==> config.mk <==
export PLATFORM = sky130hd
export DESIGN_NAME = knapp_encoder
export DESIGN_NICKNAME = d
export VERILOG_FILES = /design/src/rtl/simon_pkg.sv /design/src/rtl/knapp_sync.sv /design/src/rtl/knapp_encoder.sv
export SDC_FILE = /design/constraint.sdc
export NUM_CORES = 1
export LEC_CHECK = 0
export ABC_CLOCK_PERIOD_IN_PS = 2300
export CORE_ASPECT_RATIO = 1.25
export CORE_MARGIN = 4
export CORE_UTILIZATION = 35
export CTS_CLUSTER_SIZE = 8
export DETAILED_ROUTE_END_ITERATION = 10
export GPL_TIMING_DRIVEN = 0
export SETUP_SLACK_MARGIN = 0.5
export SYNTH_ARGS = -nofsm -noshare
export SYNTH_HDL_FRONTEND = slang
export SYNTH_HIERARCHICAL = 1
export SYNTH_SLANG_ARGS = --single-unit
==> constraint.sdc <==
create_clock -name clk -period 2.3 [get_ports clk]
set_clock_uncertainty 0.1 [all_clocks]
set_input_delay 0.23 -clock clk [delete_from_list [all_inputs] [get_ports clk]]
set_output_delay 0.23 -clock clk [all_outputs]
set_load 0.005 [all_outputs]
==> src/rtl/simon_pkg.sv <==
// Shared types and helpers for the Simon Says input path and game core.
// Holds the button FSM states, the 2-bit button codes and the one-hot encoder.
package simon_pkg;

  typedef enum logic [1:0] {
    IDLE,
    PRESS,
    HELD,
    RELEASE
  } knapp_state_t;

  localparam logic [1:0] KNAPP_CODE_0 = 2'b00;
  localparam logic [1:0] KNAPP_CODE_1 = 2'b01;
  localparam logic [1:0] KNAPP_CODE_2 = 2'b10;
  localparam logic [1:0] KNAPP_CODE_3 = 2'b11;

  typedef struct packed {
    logic       onehot;
    logic [1:0] code;
  } knapp_enc_t;

  // Anything other than exactly one button high reports onehot=0 and code 00.
  function automatic knapp_enc_t onehot4_encode(input logic [3:0] buttons);
    knapp_enc_t r;
    r.onehot = 1'b0;
    r.code   = KNAPP_CODE_0;
    case (buttons)
      4'b0001: begin r.onehot = 1'b1; r.code = KNAPP_CODE_0; end
      4'b0010: begin r.onehot = 1'b1; r.code = KNAPP_CODE_1; end
      4'b0100: begin r.onehot = 1'b1; r.code = KNAPP_CODE_2; end
      4'b1000: begin r.onehot = 1'b1; r.code = KNAPP_CODE_3; end
      default: begin r.onehot = 1'b0; r.code = KNAPP_CODE_0; end
    endcase
    return r;
  endfunction

endpackage

==> src/rtl/knapp_sync.sv <==
// Two-flop synchroniser for asynchronous level inputs, any width.
// Both stages clear on reset so the first synchronised value after reset is 0.
module knapp_sync #(
  parameter int WIDTH = 1
) (
  input  logic             clk,
  input  logic             rst,
  input  logic [WIDTH-1:0] d,
  output logic [WIDTH-1:0] q
);

  logic [WIDTH-1:0] meta;

  always_ff @(posedge clk or posedge rst) begin
    if (rst) begin
      meta <= '0;
      q    <= '0;
    end else begin
      meta <= d;
      q    <= meta;
    end
  end

endmodule

==> src/rtl/knapp_encoder.sv <==
// Button conditioning for the Simon core: synchronise, debounce press and release,
// and turn one confirmed single-button press into a 2-bit code plus a strobe.
module knapp_encoder
  import simon_pkg::*;
#(
  parameter int DEBOUNCE_CYCLES = 16,
  parameter int CNT_W           = $clog2(DEBOUNCE_CYCLES)
) (
  input  logic       clk,
  input  logic       rst,
  input  logic [3:0] knapp_raw,
  input  logic       knapp_en,
  output logic [1:0] knapp_comb,
  output logic       knapp_valid,
  output logic       knapp_multi
);

  localparam logic [CNT_W-1:0] CNT_MAX = CNT_W'(DEBOUNCE_CYCLES - 1);

  logic [3:0]       s;
  logic [3:0]       snap, snap_nxt;
  logic [CNT_W-1:0] cnt, cnt_nxt;
  logic [1:0]       comb_nxt;
  logic             valid_nxt, multi_nxt;
  knapp_state_t     state, state_nxt;
  knapp_enc_t       enc;

  knapp_sync #(.WIDTH(4)) u_sync (
    .clk (clk),
    .rst (rst),
    .d   (knapp_raw),
    .q   (s)
  );

  assign enc = onehot4_encode(snap);

  always_ff @(posedge clk or posedge rst) begin
    if (rst) begin
      state       <= IDLE;
      cnt         <= '0;
      snap        <= '0;
      knapp_comb  <= KNAPP_CODE_0;
      knapp_valid <= 1'b0;
      knapp_multi <= 1'b0;
    end else begin
      state       <= state_nxt;
      cnt         <= cnt_nxt;
      snap        <= snap_nxt;
      knapp_comb  <= comb_nxt;
      knapp_valid <= valid_nxt;
      knapp_multi <= multi_nxt;
    end
  end

  // The counter is compared before it is incremented, so it stops at CNT_MAX
  // and never wraps even when DEBOUNCE_CYCLES is a power of two.
  always_comb begin
    state_nxt = state;
    cnt_nxt   = cnt;
    snap_nxt  = snap;
    comb_nxt  = knapp_comb;
    valid_nxt = 1'b0;
    multi_nxt = 1'b0;
    case (state)
      IDLE: begin
        if (s != 4'b0000) begin
          snap_nxt  = s;
          cnt_nxt   = '0;
          state_nxt = PRESS;
        end
      end
      PRESS: begin
        if (s != snap) begin
          state_nxt = IDLE;
        end else if (cnt == CNT_MAX) begin
          state_nxt = HELD;
          if (knapp_en) begin
            if (enc.onehot) begin
              comb_nxt  = enc.code;
              valid_nxt = 1'b1;
            end else begin
              multi_nxt = 1'b1;
            end
          end
        end else begin
          cnt_nxt = cnt + 1'b1;
        end
      end
      HELD: begin
        if (s == 4'b0000) begin
          cnt_nxt   = '0;
          state_nxt = RELEASE;
        end
      end
      RELEASE: begin
        if (s != 4'b0000) begin
          state_nxt = HELD;
        end else if (cnt == CNT_MAX) begin
          state_nxt = IDLE;
        end else begin
          cnt_nxt = cnt + 1'b1;
        end
      end
      default: state_nxt = IDLE;
    endcase
  end

endmodule

**Word-level counts from Yosys, hierarchy flattened**

Index checks and enable logic that the tools add are counted.

- $add $sub $neg: 1
- Eq/ne operators: 15
- Mux-type cells: 24
- Bitwise logic cells: 1
- Reduce and logical (&&, ||, !) cells: 7

Operators with widths:

| kind | count |
|---|---|
| 2-to-1 mux 4 bit | 5 |
| one-hot mux 4 bit (4 select lines) | 1 |
| 2-to-1 mux 2 bit | 6 |
| one-hot mux 3 bit (4 select lines) | 1 |
| 2-to-1 mux 1 bit | 10 |
| == test 4 bit (second input constant) | 2 |
| inequality test 2 bit (second input constant) | 4 |
| one-hot mux 2 bit (4 select lines) | 1 |
| AND reduction 4 bit | 2 |
| inequality test 3 bit (second input constant) | 2 |
| AND reduction 5 bit | 1 |
| adder 4 x 1 -> 4 bit (second input constant) | 1 |
| == test 2 bit (second input constant) | 2 |
| == test 4 x 1 -> 1 bit (second input constant) | 1 |
| == test 4 x 2 -> 1 bit (second input constant) | 1 |
| == test 4 x 3 -> 1 bit (second input constant) | 1 |
| zero test 4 bit | 1 |
| inequality test 4 bit | 1 |
| nonzero test 4 bit | 1 |
| == test 2 x 1 -> 1 bit (second input constant) | 1 |
| zero test 2 bit | 1 |
| AND reduction 2 bit | 1 |
| NOT 1 bit | 1 |

- Bits in registers: 22
- Input bits: 7
- Output and inout port bits: 4
- Logic and storage cells: 56

**Depth between registers and ports, before layout**

- Depth in word-level cells: 7
- Depth in mapped cells: 6
- Mapped depth without buffers: 6

**Cells and area by module**

The synthesis kept the hierarchy.

By module, submodules not included:

| module | times used | cells an instance | area each (sq um) | sequential area each (sq um) |
|---|---|---|---|---|
| knapp_encoder | 1 | 78 | 765.7 | 350.3 |
| knapp_sync | 1 | 9 | 203.9 | 200.2 |

**Worst setup path after synthesis**

No wires, ideal clock.

- Kind: register to register
- Start point: reg snap[1]
- End point: reg knapp_comb[0]
- Setup time: 0.125 ns
- Data arrival time: 1.607 ns
- Required time: 2.075 ns
- Setup slack: 0.468 ns
- Cell stages (with the launch flop): 6
- Buffers on the path: 1
- Period minus slack after synthesis: 1.832 ns
- Cells stage by stage: dfrtp_1 -> buf_6 -> or4b_4 -> o21ai_2 -> and4_4 -> mux2_4

- Longest elaborated chain between the ends: 3
- Elaborated cells on any way between the ends: 8
- Classes of those cells: eq/ne (5); mux (1); bitwise (1); reduce/logical (1)

RTL lines:

| what | RTL line | RTL |
|---|---|---|
| from (decl) | knapp_encoder.sv:21 | `logic [3:0] snap, snap_nxt;` |
| from (signal assigned) | knapp_encoder.sv:48 | `snap <= snap_nxt;` |
| == test 4 bit (tied with other cells) | simon_pkg.sv:27 | `case (buttons)` |
| one-hot mux 3 bit (4 select lines) / NOT 1 bit (equally long branches) | -- |  |
| AND reduction 5 bit (no source line) | -- |  |
| to (signal assigned) | knapp_encoder.sv:49 | `knapp_comb <= comb_nxt;` |
| to (decl) | knapp_encoder.sv:13 | `output logic [1:0] knapp_comb,` |

Several ways; a longest one is shown, not always the timed one.
A chain may end at the register's enable or synchronous reset.

**Worst setup path in the final report**

Ends and elaborated chain as after synthesis.

==> flow_summary_export.csv <==
group,metric,value,unit
synth,yosysTopAreaCell,"dfrtp_1",
route,drt_first_pass_iters,4,
critical_path,timing.rr.end,"knapp_comb[0]",
floorplan,die-area,3680,µm²
sta,final.setup.worst_slack,0.440,ns
final_layout,fin_cells,142,
grt,grt_pass1_vias,665,
floorplan,fp-row-count,21,
route,drtIter0Drc,12,
final_layout,area_growth,25.8,%
clocking,cts_tree,"done",
clocking,cts_htree_levels,1,
final_layout,fin_area,1220,µm²
grt,antenna_found_initial,0,
floorplan,start_util,0.362,
synth,ys_seq_elements,22,
synth,avgSynthCellArea,11.1,µm²
synth,synth_area_leaders,"dfrtp_1, nand2_1, xnor2_1",
critical_path,crit_type,"reg2reg",
route,via_count,693,
synth,synth-edff-count,0,
placed_design,placed_cell_area,1110,µm²
critical_path,r2r_cells,5,
pwr,irDropWorstVdd,0.000460,V
sta,finalHoldViolCount,0,
synth,synthArstFlopShare,1.00,
sta,setup_viol,0,
critical_path,critical_path_arrival,1.95,ns
run_status,status,"finished clean",
pwr,power_density,1030,nW/µm²
sta,slew_viol_final,0,
synth,synth_flop_cell,"dfrtp_1",
sta,max_freq,538,MHz
clocking,cts_buffer_depth,2,
grt,grt_pass1_wl,2720,µm
floorplan,die-height,66.9,µm
synth,synth_top_cell_area_share,0.568,
critical_path,start_kind,"flop",
placed_design,gp_congestion,0.716,
floorplan,die_w,55.1,µm
synth,syn-cell-area,970,µm²
synth,synth.distinct_cells,32,
route,avgViaCountPerCell,4.88,
synth,syn_nets,95,
critical_path,reg2reg_from,"snap[1]",
clocking,cts-root-buf,"clkbuf_4",
min_path,min_path_type,"in2async",
critical_path,cp_max_fo,5,
final_layout,final_layout_size_suffix_gt1_frac,0.241,
critical_path,worstSetupEndpointType,"flop",
grt,grt_max_degree,15,
final_layout,antennaDiodeCount,0,
critical_path,ff2ff_setup_slack,0.44,ns
sta,layout_min_cycle_time,1.86,ns
route,drt-total-wl,1580,µm
sta,fin_crit_sh,0.809,
placed_design,io_buffers,10,
sta,rsz0062_at_grt,"yes",
synth,netlist_instances,87,
synth,ys_top_cells_by_count,"dfrtp_1, nand2_1, xnor2_1",
placed_design,dp_worst_setup_slack,0.439,ns
synth,seq_area_frac_synth,0.568,
clocking,clock-sinks,22,
clocking,hold_buffers,0,
route,drc,0,
grt,grt_use_total,0.104,
sta,tns,0,ns
clocking,numCtsBuffers,3,
sta,tightest_slew,0.569,ns
final_layout,nets,118,
grt,grt.overflow.total,0,
pwr,leakage,0.535,nW
clocking,clkLatencyLatePin,0.29,ns
floorplan,pin_count,11,
clocking,path_clk_slew,0.11,ns
flow_run,max_cap_viol_count,0,
synth,ys_warn_count,6,
placed_design,placed_cells,131,
route,wire_per_inst,11.1,µm
critical_path,required,2.39,ns
placed_design,dpl.hpwl,1110,µm
floorplan,coreArea,2680,µm²
sta,slew-limit-headroom,0.620,
synth,synth.most_common_cell,"dfrtp_1",
route,postRouteAntennaNets,0,
-- layer usage --
metal / part of all wire / vias to the layer above / GRT usage
li1: - / 343 / -
met1: 0.43 / 337 / 0.105
met2: 0.51 / 11 / 0.191
met3: 0.044 / 2 / 0.0201
met4: 0.0089 / 0 / 0.0547
met5: 0 / - / 0
-- cells by family (layout without fill, tap and decap cells) --
kind of cell | after synthesis | after routing | synth area share
AO/OA/AOI/OAI | 12 | 12 | 0.0916
XOR/XNOR | 6 | 6 | 0.0542
adder cells (fa/ha/maj) | 1 | 1 | 0.0129
buffers and inverters | 7 | 28 | 0.0361
flip-flops | 22 | 22 | 0.568
multiplexers | 3 | 3 | 0.0413
AND/OR/NAND/NOR | 36 | 36 | 0.196
-- critical path, stage by stage (launching register included) --
cell and delay, ns:
dfrtp_1 0.39, buf_6 0.13, or4b_4 0.52, o21ai_2 0.08, and4_4 0.25, mux2_4 0.29
-- area by class of cell --
| type | instances | area (µm²) |
|---|---|---|
| Buffer | 3 | 23.8 |
| Clock buffer | 3 | 22.5 |
| Fill cell | 255 | 1460 |
| Inverter | 4 | 15.0 |
| Multi-Input combinational cell | 58 | 405 |
| Sequential cell | 22 | 551 |
| Tap cell | 34 | 42.5 |
| Timing Repair Buffer | 18 | 160 |
-- repair_timing --
item / in CTS / in global routing
setup endpoints to repair: 6 / 7
buffers inserted: 6 / 2
pin swaps: 0 / 3
resized for setup: 1 / 8
-- state kept, by name (all words and copies together), names as in the netlist --
name         flops
knapp_multi      1
u_sync/q         4
knapp_comb       2
state            2
u_sync/meta      4
knapp_valid      1
snap             4
cnt              4
-- worst max path at each step --
stage / from / end / slack [ns]
global placement: snap[1] / knapp_comb[0] / 0.44
CTS: snap[1] / knapp_comb[0] / 0.43
detailed placement: snap[1] / knapp_comb[0] / 0.44
global route: snap[3] / knapp_comb[0] / 0.40
finish: snap[1] / knapp_comb[0] / 0.44
floorplan: snap[1] / knapp_comb[0] / 0.48
-- cell usage in the layout (no fill, tap or decap), types with 2 or more instances in the layout --
master / netlist / routed
clkdlybuf4s50_1: 0 / 10
nand3_1: 4 / 4
xnor2_1: 5 / 4
o21ai_0: 4 / 4
nor3_1: 3 / 3
nor2_1: 3 / 2
dfrtp_1: 22 / 22
buf_4: 0 / 9
nand2_1: 16 / 16
mux2_4: 2 / 2
clkbuf_4: 0 / 3
nand4_1: 2 / 2
inv_1: 4 / 4
-- stage by stage --
stage	hold slack [ns]	power [mW]	utilization
after floorplan	-0.0543	0.853	-
after global placement	0.231	0.924	0.415
final	0.0816	1.25	0.455
after detailed placement	0.236	0.935	0.415
after global routing	0.113	1.36	0.455
after CTS	0.0772	1.23	0.444
-- where the power goes --
group	switching, mW	leakage, nW	total [mW]	internal (mW)
combinational	0.258	0.244	0.568	0.310
sequential	0.0636	0.277	0.519	0.455
clock	0.104	0.0138	0.165	0.0609
total	0.425	0.535	1.25	0.826
(Power assumes the default switching activity.)
